## config.mk

```make
export PLATFORM = sky130hd
export DESIGN_NAME = manchester_tx
export DESIGN_NICKNAME = d
export VERILOG_FILES = /design/src/rtl/manchester_pkg.sv /design/src/rtl/manchester_bit_encoder.sv /design/src/rtl/manchester_tx.sv
export SDC_FILE = /design/constraint.sdc
export NUM_CORES = 1
export LEC_CHECK = 0
export CAP_MARGIN = 25
export CORE_ASPECT_RATIO = 0.8
export CORE_UTILIZATION = 30
export CTS_CLUSTER_DIAMETER = 30
export CTS_CLUSTER_SIZE = 30
export DETAILED_ROUTE_END_ITERATION = 6
export SYNTH_ARGS = -nofsm -noshare
export SYNTH_HDL_FRONTEND = slang
export SYNTH_SLANG_ARGS = --single-unit
```

## constraint.sdc

```tcl
create_clock -name clk -period 4.66 [get_ports clk]
set_input_delay 0.466 -clock clk [delete_from_list [all_inputs] [get_ports clk]]
set_output_delay 0.466 -clock clk [all_outputs]
set_load 0.005 [all_outputs]
```

## src/rtl/manchester_pkg.sv

```systemverilog
// Shared types and line-coding constants for the Manchester transmitter.
// The PARITY state exists only when MANCHESTER_TX_PARITY_EN is defined.
package manchester_pkg;

    typedef enum logic [1:0] {
        IDLE,
        PREAMBLE,
`ifdef MANCHESTER_TX_PARITY_EN
        PAYLOAD,
        PARITY
`else
        PAYLOAD
`endif
    } state_e;

    localparam int PAYLOAD_BYTES = 4;
    localparam int PAYLOAD_BITS  = PAYLOAD_BYTES * 8;

    // IEEE 802.3 convention: a 1 is low-then-high, a 0 is high-then-low.
    localparam logic FIRST_HALF_ONE  = 1'b0;
    localparam logic FIRST_HALF_ZERO = 1'b1;
    localparam logic IDLE_LEVEL      = 1'b0;

    function automatic logic first_half_level(input logic b);
        return b ? FIRST_HALF_ONE : FIRST_HALF_ZERO;
    endfunction

    function automatic int max_int(input int a, input int b);
        return (a > b) ? a : b;
    endfunction

endpackage

```

## src/rtl/manchester_bit_encoder.sv

```systemverilog
// Encodes one presented bit at a time into two half-bit line levels and
// reports bit_done_o in the last cycle of each bit so the next can be loaded.
module manchester_bit_encoder
    import manchester_pkg::*;
#(
    parameter int HALF_BIT_CYCLES = 16
) (
    input  logic clk,
    input  logic rst_n,
    input  logic load_i,
    input  logic bit_i,
    output logic tx_o,
    output logic strobe_o,
    output logic bit_done_o
);

    localparam int HW = (HALF_BIT_CYCLES > 1) ? $clog2(HALF_BIT_CYCLES) : 1;
    localparam logic [HW-1:0] HALF_LAST = HW'(HALF_BIT_CYCLES - 1);

    logic          active_q;
    logic          half_q;
    logic          bit_q;
    logic          tx_q;
    logic          strobe_q;
    logic [HW-1:0] half_cnt_q;
    logic          half_end;

    assign half_end   = active_q && (half_cnt_q == HALF_LAST);
    assign bit_done_o = half_end && half_q;
    assign tx_o       = tx_q;
    assign strobe_o   = strobe_q;

    // A load at the end of a bit chains straight into the next bit with no gap.
    always_ff @(posedge clk or negedge rst_n) begin
        if (!rst_n) begin
            active_q   <= 1'b0;
            half_q     <= 1'b0;
            bit_q      <= 1'b0;
            tx_q       <= IDLE_LEVEL;
            strobe_q   <= 1'b0;
            half_cnt_q <= '0;
        end else begin
            strobe_q <= 1'b0;
            if (load_i && (!active_q || bit_done_o)) begin
                active_q   <= 1'b1;
                half_q     <= 1'b0;
                half_cnt_q <= '0;
                bit_q      <= bit_i;
                tx_q       <= first_half_level(bit_i);
            end else if (bit_done_o) begin
                active_q   <= 1'b0;
                half_q     <= 1'b0;
                half_cnt_q <= '0;
                tx_q       <= IDLE_LEVEL;
            end else if (half_end) begin
                half_q     <= 1'b1;
                half_cnt_q <= '0;
                tx_q       <= ~first_half_level(bit_q);
                strobe_q   <= 1'b1;
            end else if (active_q) begin
                half_cnt_q <= half_cnt_q + 1'b1;
            end
        end
    end

endmodule

```

## src/rtl/manchester_tx.sv

```systemverilog
// Manchester frame transmitter: preamble then 4-byte payload, MSB-first.
// Define MANCHESTER_TX_PARITY_EN to append an even-parity bit after the payload.
module manchester_tx
    import manchester_pkg::*;
#(
    parameter int HALF_BIT_CYCLES = 16,
    parameter int PREAMBLE_BITS   = 16
) (
    input  logic       clk,
    input  logic       rst_n,
    input  logic       wr_en,
    input  logic [1:0] wr_addr,
    input  logic [7:0] wr_data,
    input  logic       start,
    output logic       tx_out,
    output logic       bit_strobe,
    output logic       busy,
    output logic       done
);

    localparam int MAX_BITS = max_int(PREAMBLE_BITS, PAYLOAD_BITS);
    localparam int CNT_W    = $clog2(MAX_BITS);
    localparam logic [CNT_W-1:0] PRE_LAST = CNT_W'(PREAMBLE_BITS - 1);
    localparam logic [CNT_W-1:0] PAY_LAST = CNT_W'(PAYLOAD_BITS - 1);

    state_e                  state_q, state_d;
    logic [CNT_W-1:0]        bit_cnt_q, bit_cnt_d;
    logic [PAYLOAD_BITS-1:0] payload_q;
    logic                    busy_q;
    logic                    done_q;
    logic                    bit_done;
    logic                    load;
    logic                    next_bit;
    logic [4:0]              wr_msb;
    logic [4:0]              pay_idx;

    // Byte 0 occupies the top of the vector so a simple down-count index gives MSB-first order.
    assign wr_msb  = 5'd31 - {wr_addr, 3'b000};
    assign pay_idx = 5'd31 - bit_cnt_d[4:0];

    always_ff @(posedge clk or negedge rst_n) begin
        if (!rst_n) begin
            payload_q <= '0;
        end else if (wr_en && (state_q == IDLE)) begin
            payload_q[wr_msb -: 8] <= wr_data;
        end
    end

    always_comb begin
        state_d   = state_q;
        bit_cnt_d = bit_cnt_q;
        case (state_q)
            IDLE: begin
                if (start) begin
                    state_d   = PREAMBLE;
                    bit_cnt_d = '0;
                end
            end
            PREAMBLE: begin
                if (bit_done) begin
                    if (bit_cnt_q == PRE_LAST) begin
                        state_d   = PAYLOAD;
                        bit_cnt_d = '0;
                    end else begin
                        bit_cnt_d = bit_cnt_q + 1'b1;
                    end
                end
            end
            PAYLOAD: begin
                if (bit_done) begin
                    if (bit_cnt_q == PAY_LAST) begin
`ifdef MANCHESTER_TX_PARITY_EN
                        state_d   = PARITY;
`else
                        state_d   = IDLE;
`endif
                        bit_cnt_d = '0;
                    end else begin
                        bit_cnt_d = bit_cnt_q + 1'b1;
                    end
                end
            end
`ifdef MANCHESTER_TX_PARITY_EN
            PARITY: begin
                if (bit_done) begin
                    state_d   = IDLE;
                    bit_cnt_d = '0;
                end
            end
`endif
            default: begin
                state_d   = IDLE;
                bit_cnt_d = '0;
            end
        endcase
    end

    // The bit to load is chosen from the next phase/index so payload is read at its first bit.
    always_comb begin
        next_bit = 1'b0;
        case (state_d)
            PREAMBLE: next_bit = ~bit_cnt_d[0];
            PAYLOAD:  next_bit = payload_q[pay_idx];
`ifdef MANCHESTER_TX_PARITY_EN
            PARITY:   next_bit = ^payload_q;
`endif
            default:  next_bit = 1'b0;
        endcase
    end

    assign load = (state_d != IDLE) && ((state_q == IDLE) || bit_done);

    always_ff @(posedge clk or negedge rst_n) begin
        if (!rst_n) begin
            state_q   <= IDLE;
            bit_cnt_q <= '0;
            busy_q    <= 1'b0;
            done_q    <= 1'b0;
        end else begin
            state_q   <= state_d;
            bit_cnt_q <= bit_cnt_d;
            busy_q    <= (state_d != IDLE);
            done_q    <= (state_q != IDLE) && (state_d == IDLE);
        end
    end

    manchester_bit_encoder #(
        .HALF_BIT_CYCLES(HALF_BIT_CYCLES)
    ) u_encoder (
        .clk       (clk),
        .rst_n     (rst_n),
        .load_i    (load),
        .bit_i     (next_bit),
        .tx_o      (tx_out),
        .strobe_o  (bit_strobe),
        .bit_done_o(bit_done)
    );

    assign busy = busy_q;
    assign done = done_q;

endmodule

```

==> impl_metrics.json <==
{
  "rrSetupSlack_ns": 0.96,
  "vias": 1889,
  "crit_path_frequent_cell": "ha_1",
  "power.internal_uw": 663,
  "holdBufCountCts": 0,
  "p_sw_uw": 193,
  "fin_crit_ns": 3.70,
  "cts_setup_buffers": 0,
  "report.final.setup_viol": 0,
  "wirelength_mm": 5.76,
  "drt_iter0_markers": 78,
  "ys_seq_area_share_pct": 46.9,
  "cellPowerDensity_nw_per_um2": 278,
  "min_period_over_period_pct": 79.4,
  "hp-class": "in -> async",
  "die_width_um": 107,
  "initial_core_util_pct": 31.2,
  "io_buffers": 17,
  "final_cell_mix": "50 x dfrtp_1, 33 x mux2_2, 26 x nand2_1, 16 x clkdlybuf4s50_1",
  "hold_violations": 0,
  "grt_max_degree": 51,
  "cts_tree": "yes",
  "via_per_inst": 5.06,
  "endpoint_kind": "register",
  "clockBufferDepth": 2,
  "drive_above_1_share_pct": 22.2,
  "finalMaxSlewViolations": 0,
  "path_max_fanout": 15,
  "setup-tns-final_ns": 0,
  "path_delay_family": "compound AO/OA/AOI/OAI gates",
  "io_pins": 18,
  "worstMarginPinSlew_ns": 0.638,
  "synth_area_sq_um": 2670,
  "synthArstFlopShare_pct": 100,
  "area_delta_synth_final_pct": 15.6,
  "fmax_mhz": 270,
  "status": "completed",
  "synth-main-ff-cell": "dfrtp_1",
  "final_nets": 282,
  "cts_resized": 0,
  "synth.distinct_cells": 50,
  "rows": 30,
  "antenna_left": 0,
  "clk_latency_ns": 0.31,
  "final_common_cell": "dfrtp_1",
  "cap_violations": 0,
  "utilization_pct": 36.0,
  "ir_drop_v": 0.000130,
  "dpl_worst_slack_ns": 0.980,
  "seqPwrFrac_pct": 54.0,
  "syn_inst": 239,
  "worst-path-buf-inv": 1,
  "cp_data_required_time_ns": 4.86,
  "die-area_sq_um": 9280,
  "die_h_um": 86.4,
  "hpwl_mm": 4.22,
  "yosys_warnings": 0,
  "power_uw": 857,
  "cp-start-kind": "register",
  "comb_power_share_pct": 7.8,
  "syn_nets": 261,
  "grt_pass1_wl_mm": 9.80,
  "synth_edf_count": 0,
  "antenna_found_initial": 0,
  "yosys_register_bits": 50,
  "globalplace.congestion": 0.867,
  "hold_slack_ns": 0.238,
  "grt.total_usage_pct": 13.8,
  "crit_chain": "ha_1, and3_1, ha_1, or3b_2, a211oi_4, o22ai_4, clkinv_4, nand2_1, a311o_1, a2111oi_2, a311oi_1, a211o_1",
  "htreeDepth": 2,
  "fin_skew_ns": 0.0136,
  "wl_per_cell_um": 15.4,
  "relSlewSlack_pct": 57.5,
  "cts-root-buf": "clkbuf_8",
  "worst_slack_ns": 0.959,
  "core_sq_um": 8560,
  "cts_made_buffers": 5,
  "cts_sinks": 50,
  "drc": 0,
  "clkTransAtPathRegs_ns": 0.10,
  "p_clk_share_pct": 38.2,
  "avgSynthCellArea_sq_um": 11.2,
  "swShare_pct": 22.6,
  "rsz0062_at_grt": "false",
  "leakagePower_uw": 0.00142,
  "firstDrtPassIters": 4,
  "critPathKind": "reg -> reg",
  "antennaDiodeCount": 0,
  "slowest_delay_ns": 0.50,
  "cp.arrival_ns": 3.90,
  "overflow": 0,
  "grt_pass1_vias": 1810,
  "slowest_stage": "dfrtp_1"
}
## stage by stage
step / instance area, sq um / cells
after floorplan: 2670 / 239
after global placement: 2960 / 365
after detailed placement: 2960 / 365
after CTS: 3080 / 373
after global routing: 3080 / 373
final: 3080 / 373
## synth_stat cells, types with 2 or more instances
master / instances / area [sq um]
nand2_1: 26 / 97.6
o21ai_0: 3 / 15.0
mux2i_1: 10 / 100
buf_4: 2 / 15.0
a21boi_0: 3 / 22.5
o211ai_1: 3 / 22.5
dfrtp_1: 50 / 1250
nor3_1: 3 / 15.0
a311o_1: 4 / 40.0
a211o_1: 2 / 17.5
nor3b_1: 4 / 30.0
a21oi_1: 12 / 60.1
o22ai_1: 2 / 12.5
and3_1: 2 / 12.5
or3_1: 2 / 12.5
inv_1: 13 / 48.8
nor2_1: 13 / 48.8
a211oi_1: 5 / 37.5
ha_1: 8 / 100
nand3_1: 4 / 20.0
o221a_2: 3 / 33.8
nand4_1: 2 / 12.5
mux2_2: 33 / 372
clkbuf_1: 2 / 7.51
buf_2: 3 / 15.0
## final timing paths
path | to | startpoint | cells after the start
worst max-delay path | u_encoder.tx_o | bit_cnt_q[0] | 12
worst max register to register | u_encoder.tx_o | bit_cnt_q[0] | 12
worst min-delay path | state_q[0] | rst_n | 2
worst min register to register | u_encoder.tx_o | u_encoder.bit_q | 1
min in group clk | u_encoder.tx_o | u_encoder.bit_q | 1
max in group asynchronous | bit_cnt_q[4] | rst_n | 2
## power groups by stage
stage / Sequential, uW / Clock (uW) / Combinational (uW)
after CTS: 463 / 338 / 68.3
after global routing: 465 / 354 / 76.3
final: 462 / 328 / 66.9
after floorplan: 467 / 0 / 37.1
after global placement: 472 / 0 / 66.7
after detailed placement: 471 / 0 / 68.1
## sequential cells by signal, summed over array words and instances, names as in the netlist, 2 cells and up
register,flops
payload_q,32
bit_cnt_q,5
u_encoder.half_cnt_q,4
state_q,2
## final cells by class
cell class | instances | area [sq um]
well taps | 112 | 140
clock buffers | 6 | 82.6
inverters | 14 | 57.6
fillers | 882 | 5470
flip-flops and latches | 50 | 1250
multi-input cells | 167 | 1310
repair buffers | 22 | 203
clock inverters | 2 | 38.8
## logic make-up after synthesis
logic type      Yosys count  synth area share [%]
compound gates           50                  15.1
xor+xnor                  2                 0.656
flops                    50                  46.9
fa+ha+maj                 8                  3.75
buf+inv                  22                  3.98
simple gates             64                  11.9
mux                      43                  17.7
## worst reg2reg max path: cells and delay by family, from the launching register on
kind	cells	cell delay (ns)
simple gates	3	0.78
fa+ha+maj	2	0.46
compound gates	6	1.67
buf+inv	1	0.16
flops	1	0.50
## routing by layer
layer | part of all wire [%] | track usage, % | wire, um | up-vias
met1 | 51 | 21.2 | 2960 | 939
met5 | 0 | 0 | 0 | -
met3 | 5.2 | 3.01 | 302 | 2
met2 | 43 | 19.8 | 2470 | 31
li1 | - | - | - | 917
met4 | 0.47 | 2.99 | 27 | 0
No activity file was read; power rests on OpenSTA's default activity.
